[src/rtl/llc_output_encoder.sv]
// llc_output_encoder
// Outbound message encoder for the LLC. It accepts one message bundle per
// transaction: a destination mask plus one payload per channel. All masked
// payloads go into their per-channel FIFOs together, in the same cycle. Each
// FIFO drains on its own valid/ready channel toward the NoC/DMA interfaces.
//
// Ports:
//   clk, rst                  clock; asynchronous active-low reset
//   send_valid/send_ready     bundle handshake from the LLC process pipeline
//   send_mask[4:0]            destinations: 0 rsp, 1 fwd, 2 mem, 3 dma, 4 inv
//   {rsp,fwd,mem,dma,inv}_in  per-channel payloads, sampled on accept
//   *_out_valid/_ready/_data  per-channel output streams (head of FIFO)
//   full[4:0]                 per-channel FIFO full, same bit order as mask
//   idle                      all FIFOs empty and no bundle presented

module llc_enc_fifo #(
    parameter int W     = 8,
    parameter int DEPTH = 2
) (
    input  logic         clk,
    input  logic         rst,
    input  logic         push,
    input  logic [W-1:0] din,
    input  logic         out_ready,
    output logic         out_valid,
    output logic [W-1:0] out_data,
    output logic         full
);
    localparam int AW = $clog2(DEPTH);

    logic [W-1:0]  mem [DEPTH];
    logic [AW-1:0] wr_ptr;
    logic [AW-1:0] rd_ptr;
    logic [AW:0]   count;
    logic          do_push;
    logic          do_pop;

    assign out_valid = (count != '0);
    assign full      = (count == (AW+1)'(DEPTH));
    assign out_data  = mem[rd_ptr];
    // The encoder never pushes into a full FIFO; the guard keeps the
    // FIFO self-protecting if that ever changes.
    assign do_push   = push & ~full;
    assign do_pop    = out_valid & out_ready;

    always_ff @(posedge clk or negedge rst) begin
        if (!rst) begin
            wr_ptr <= '0;
            rd_ptr <= '0;
            count  <= '0;
            for (int i = 0; i < DEPTH; i++) begin
                mem[i] <= '0;
            end
        end else begin
            if (do_push) begin
                mem[wr_ptr] <= din;
                wr_ptr      <= wr_ptr + 1'b1;
            end
            if (do_pop) begin
                rd_ptr <= rd_ptr + 1'b1;
            end
            case ({do_push, do_pop})
                2'b10:   count <= count + 1'b1;
                2'b01:   count <= count - 1'b1;
                default: count <= count;
            endcase
        end
    end
endmodule

module llc_output_encoder #(
    parameter int DEPTH = 2,
    parameter int RSP_W = 160,
    parameter int FWD_W = 48,
    parameter int MEM_W = 164,
    parameter int DMA_W = 200,
    parameter int INV_W = 32
) (
    input  logic             clk,
    input  logic             rst,
    input  logic             send_valid,
    input  logic [4:0]       send_mask,
    output logic             send_ready,
    input  logic [RSP_W-1:0] rsp_in,
    input  logic [FWD_W-1:0] fwd_in,
    input  logic [MEM_W-1:0] mem_in,
    input  logic [DMA_W-1:0] dma_in,
    input  logic [INV_W-1:0] inv_in,
    output logic             rsp_out_valid,
    output logic             fwd_out_valid,
    output logic             mem_out_valid,
    output logic             dma_out_valid,
    output logic             inv_out_valid,
    input  logic             rsp_out_ready,
    input  logic             fwd_out_ready,
    input  logic             mem_out_ready,
    input  logic             dma_out_ready,
    input  logic             inv_out_ready,
    output logic [RSP_W-1:0] rsp_out_data,
    output logic [FWD_W-1:0] fwd_out_data,
    output logic [MEM_W-1:0] mem_out_data,
    output logic [DMA_W-1:0] dma_out_data,
    output logic [INV_W-1:0] inv_out_data,
    output logic [4:0]       full,
    output logic             idle
);
    logic       fire;
    logic [4:0] push;

    // send_ready looks only at registered FIFO state. A pop in this cycle
    // does not free a slot until the next edge, so there is no ready-through
    // path from the consumers back to the pipeline.
    assign send_ready = &(~send_mask | ~full);
    assign fire       = send_valid & send_ready;
    assign push       = {5{fire}} & send_mask;
    assign idle       = ~(rsp_out_valid | fwd_out_valid | mem_out_valid |
                          dma_out_valid | inv_out_valid) & ~send_valid;

    llc_enc_fifo #(.W(RSP_W), .DEPTH(DEPTH)) u_rsp (
        .clk(clk), .rst(rst), .push(push[0]), .din(rsp_in),
        .out_ready(rsp_out_ready), .out_valid(rsp_out_valid),
        .out_data(rsp_out_data), .full(full[0]));

    llc_enc_fifo #(.W(FWD_W), .DEPTH(DEPTH)) u_fwd (
        .clk(clk), .rst(rst), .push(push[1]), .din(fwd_in),
        .out_ready(fwd_out_ready), .out_valid(fwd_out_valid),
        .out_data(fwd_out_data), .full(full[1]));

    llc_enc_fifo #(.W(MEM_W), .DEPTH(DEPTH)) u_mem (
        .clk(clk), .rst(rst), .push(push[2]), .din(mem_in),
        .out_ready(mem_out_ready), .out_valid(mem_out_valid),
        .out_data(mem_out_data), .full(full[2]));

    llc_enc_fifo #(.W(DMA_W), .DEPTH(DEPTH)) u_dma (
        .clk(clk), .rst(rst), .push(push[3]), .din(dma_in),
        .out_ready(dma_out_ready), .out_valid(dma_out_valid),
        .out_data(dma_out_data), .full(full[3]));

    llc_enc_fifo #(.W(INV_W), .DEPTH(DEPTH)) u_inv (
        .clk(clk), .rst(rst), .push(push[4]), .din(inv_in),
        .out_ready(inv_out_ready), .out_valid(inv_out_valid),
        .out_data(inv_out_data), .full(full[4]));
endmodule

[config.mk]
export PLATFORM = sky130hd
export DESIGN_NAME = llc_output_encoder
export DESIGN_NICKNAME = d
export VERILOG_FILES = /design/src/rtl/llc_output_encoder.sv
export SDC_FILE = /design/constraint.sdc
export NUM_CORES = 2
export LEC_CHECK = 0
export CAP_MARGIN = 20
export CORE_AREA = 2 2 476 478
export DETAILED_ROUTE_END_ITERATION = 7
export DIE_AREA = 0 0 478 480
export SLEW_MARGIN = 20
export SYNTH_ARGS = -nofsm -noshare
export SYNTH_HDL_FRONTEND = slang
export SYNTH_SLANG_ARGS = --single-unit
[constraint.sdc]
create_clock -name clk -period 2.1 [get_ports clk]
set_input_delay 0.63 -clock clk [delete_from_list [all_inputs] [get_ports clk]]
set_output_delay 0.63 -clock clk [all_outputs]
set_load 0.02 [all_outputs]
==> metrics.md <==
| Metric | Value |
|---|---|
| Status | finished, violations left |
| Violated checks | negative setup slack |
| Residual DRC | 0 |
| CTS tree | built |
| Drt initial violations | 1384 |
| Power consumption | 140 mW |
| Crit. End Element | output pin |
| Top routing layer used | met5 |
| Final setup vio count | 1709 |
| Setup TNS | -642.09 ns |
| Core Box Area | 224000 µm² |
| Total GRT Usage | 15.6% |
| MaxCap Viol Count | 0 |
| WS Path Type | reg2out |
| Fmax | 330 MHz |
| First-pass GRT wire length | 266000 µm |
| RSZ-0062 raised after global routing | yes |
| I/O Pins | 1233 |
| CP arrival | 2.40 ns |
| Largest net degree at the start of global routing | 91 |
| GPL Wtd Cong | 0.864 |
| Clk slew on worst S/H paths | 0.06 ns |
| Post-synth EDFFs | 0 |
| Max clock buf depth | 3 |
| Routed len/inst | 23.1 µm |
| DR vias | 34200 |
| Syn Std Cell Area | 53600 µm² |
| Largest area contributor in the netlist | dfrtp_1 |
| Area Overhead vs Synth | 45.3% |
| Leakage | 34.0 nW |
| Worst setup margin | -0.931 ns |
| Final Max Slew Viols | 0 |
| Count of cell types in the netlist | 28 |
| # clock sinks | 1228 |
| Critical Path Fanout Max | 8 |
| Post-detail-place hpwl | 139000 µm |
| Worst EP required | 1.47 ns |
| Syn_nets | 3961 |
| Slew Limit Headroom | 63.2% |
| Asr flop ratio synth | 100% |
| GR Overflow Total | 0 |
| Die height | 480 µm |
| Root buffer cell | clkbuf_16 |
| Yosys warning total | 0 |
| Initial Util | 23.9% |
| Vias in the first global route | 37200 |
| Gate Count Post-Synth | 3339 |
| Fin cells | 8013 |
| Peak supply drop | 0.000944 V |
| CP Launch Type | flip-flop |
| Hold Vio Cnt, Final | 0 |
| Largest cells by area after synthesis | dfrtp_1, mux2_2, mux2_4 |
| Die footprint | 229000 µm² |
| Fraction of layout cells with a size suffix above 1 | 57.8% |
| HP Class | in2async |
| Power Density | 1800 nW/µm² |
| Skew final | 0.0465 ns |
| Vias per cell | 4.27 |
| Min cycle time layout | 3.03 ns |
| Most numerous cell in the Yosys netlist | mux2_2 |
| Initial antenna violation count | 68 |
| Number of routed nets with antenna violations | 0 |
| Routed met3 length | 16400 µm |
| Post-Place Worst Slack | -1.01 ns |
| Dpl cells | 7583 |
| Die width | 478 µm |
| Htree depth | 4 |
| Synth Area per Inst | 16.1 µm² |
| Register area share after synthesis | 57.3% |
| Final-layout fill cell count | 21600 |
| Routed wl met2 | 90400 µm |
| WL met1 | 72600 µm |
| Post-layout nets | 5495 |
| Pre-antenna DRT Iters | 4 |
| Top FF cell, synth | dfrtp_1 |
| Synth top area share | 57.3% |
| Worst-margin pin slew | 0.552 ns |
| Worst skew pair latency | 0.79 ns |
| Top post-synthesis cells by count | mux2_2, dfrtp_1, mux2_4, clkbuf_1, buf_4 |
| Port buffer count | 1232 |
| Row cnt | 174 |
| Routed wire length | 185000 µm |
| CTS Buf Count | 146 |
| Period Utilization, post-route | 144% |
| Post-synthesis register bit count | 1228 |
[layer usage]
metal  vias to the layer above  global-route usage, %
met5                         -                      0
met4                        52                   5.71
met3                       293                   6.34
met2                      1078                   26.1
met1                     17700                   17.9
li1                      15100                      -
[registers in the layout, indices dropped and copies added (netlist names), 2 cells and up]
name         flops
u_mem.mem      328
u_inv.mem       64
u_dma.count      2
u_fwd.count      2
u_rsp.mem      320
u_fwd.mem       96
u_mem.count      2
u_inv.count      2
u_rsp.count      2
u_dma.mem      400
[layout make-up]
| class | count | area [µm²] | share of cell area [%] |
|---|---|---|---|
| multi-input combinational | 1898 | 22000 | 28.2 |
| clock inverter | 51 | 707 | 0.908 |
| sequential | 1228 | 30700 | 39.5 |
| clock buffer | 211 | 4340 | 5.58 |
| timing repair buffer | 1590 | 16200 | 20.8 |
| tap | 2992 | 3740 | 4.81 |
| inverter | 9 | 33.8 | 0.0434 |
| antenna | 34 | 85.1 | 0.109 |
[worst max-delay path, stage by stage, from the launching register on]
cell,delay [ns]
dfrtp_4,0.43
buf_12,0.16
buf_12,0.17
buf_16,0.13
mux2_2,0.36
dlygate4sd2_1,0.34
[cells by family (layout without fill, tap and decap cells)]
logic type | Yosys count | after routing | synth area share, %
other | 0 | 34 | 0
buffers and inverters | 213 | 1861 | 2.31
muxes | 1812 | 1812 | 39.2
and+or+nand+nor | 55 | 55 | 0.623
adders and majority gates | 5 | 5 | 0.117
AOI/OAI and AO/OA | 1 | 1 | 0.00933
DFF | 1228 | 1228 | 57.3
xor gates and xnor gates | 25 | 25 | 0.409
[where the power goes]
group	internal [mW]	leakage [nW]	total [mW]	switching, mW
clock	15.4	2.48	26.2	10.8
combinational	38.2	16.7	72.4	34.2
sequential	35.7	14.8	41.6	5.92
[metrics by stage]
stage                     util [%]  cell area [µm²]  hold WS (ns)
after detailed placement      31.9            71400         0.487
after CTS                     34.3            76800         0.324
after floorplan                  -            53900         0.334
final                         34.7            77800         0.368
after global placement        31.9            71400         0.482
after global routing          34.7            77800         0.354
[worst paths after layout]
path	cells after the start	startpoint	to	slack [ns]
max	5	u_mem.rd_ptr	mem_out_data[99]	-0.93
min	2	rst	u_inv.mem[15]	0.37
max reg2reg	8	u_mem.count[1]	u_dma.mem[215]	-0.26
min reg2reg	1	u_inv.count[1]	u_inv.count[1]	0.50
max in group asynchronous	3	rst	u_rsp.mem[240]	0.69
min in group clk	2	mem_in[94]	u_mem.mem[94]	0.48
[what timing repair did]
action / CTS / global route
gates resized for setup: 858 / 828
hold endpoints to repair: 17 / 0
setup buffers: 28 / 98
endpoints found under the setup margin: 1814 / 1829
hold buffers: 1 / 0
pin swaps: 0 / 3
cloned: 7 / 5
[cell usage in the layout (no fill, tap or decap), drive strengths merged, types with 6 or more instances in the layout]
cell type / Yosys / final
mux2: 1812 / 1812
dfrtp: 1228 / 1228
clkdlybuf4s50: 0 / 688
buf: 138 / 682
clkbuf: 66 / 288
dlygate4sd2: 0 / 80
clkdlybuf4s15: 0 / 49
clkinv: 0 / 37
diode: 0 / 34
xor2: 14 / 14
dlymetal6s2s: 0 / 13
inv: 9 / 13
xnor2: 11 / 11
nor3: 8 / 8
bufinv: 0 / 7
or2: 7 / 7
nand3b: 6 / 6
Power figures use the tool's default switching activity.
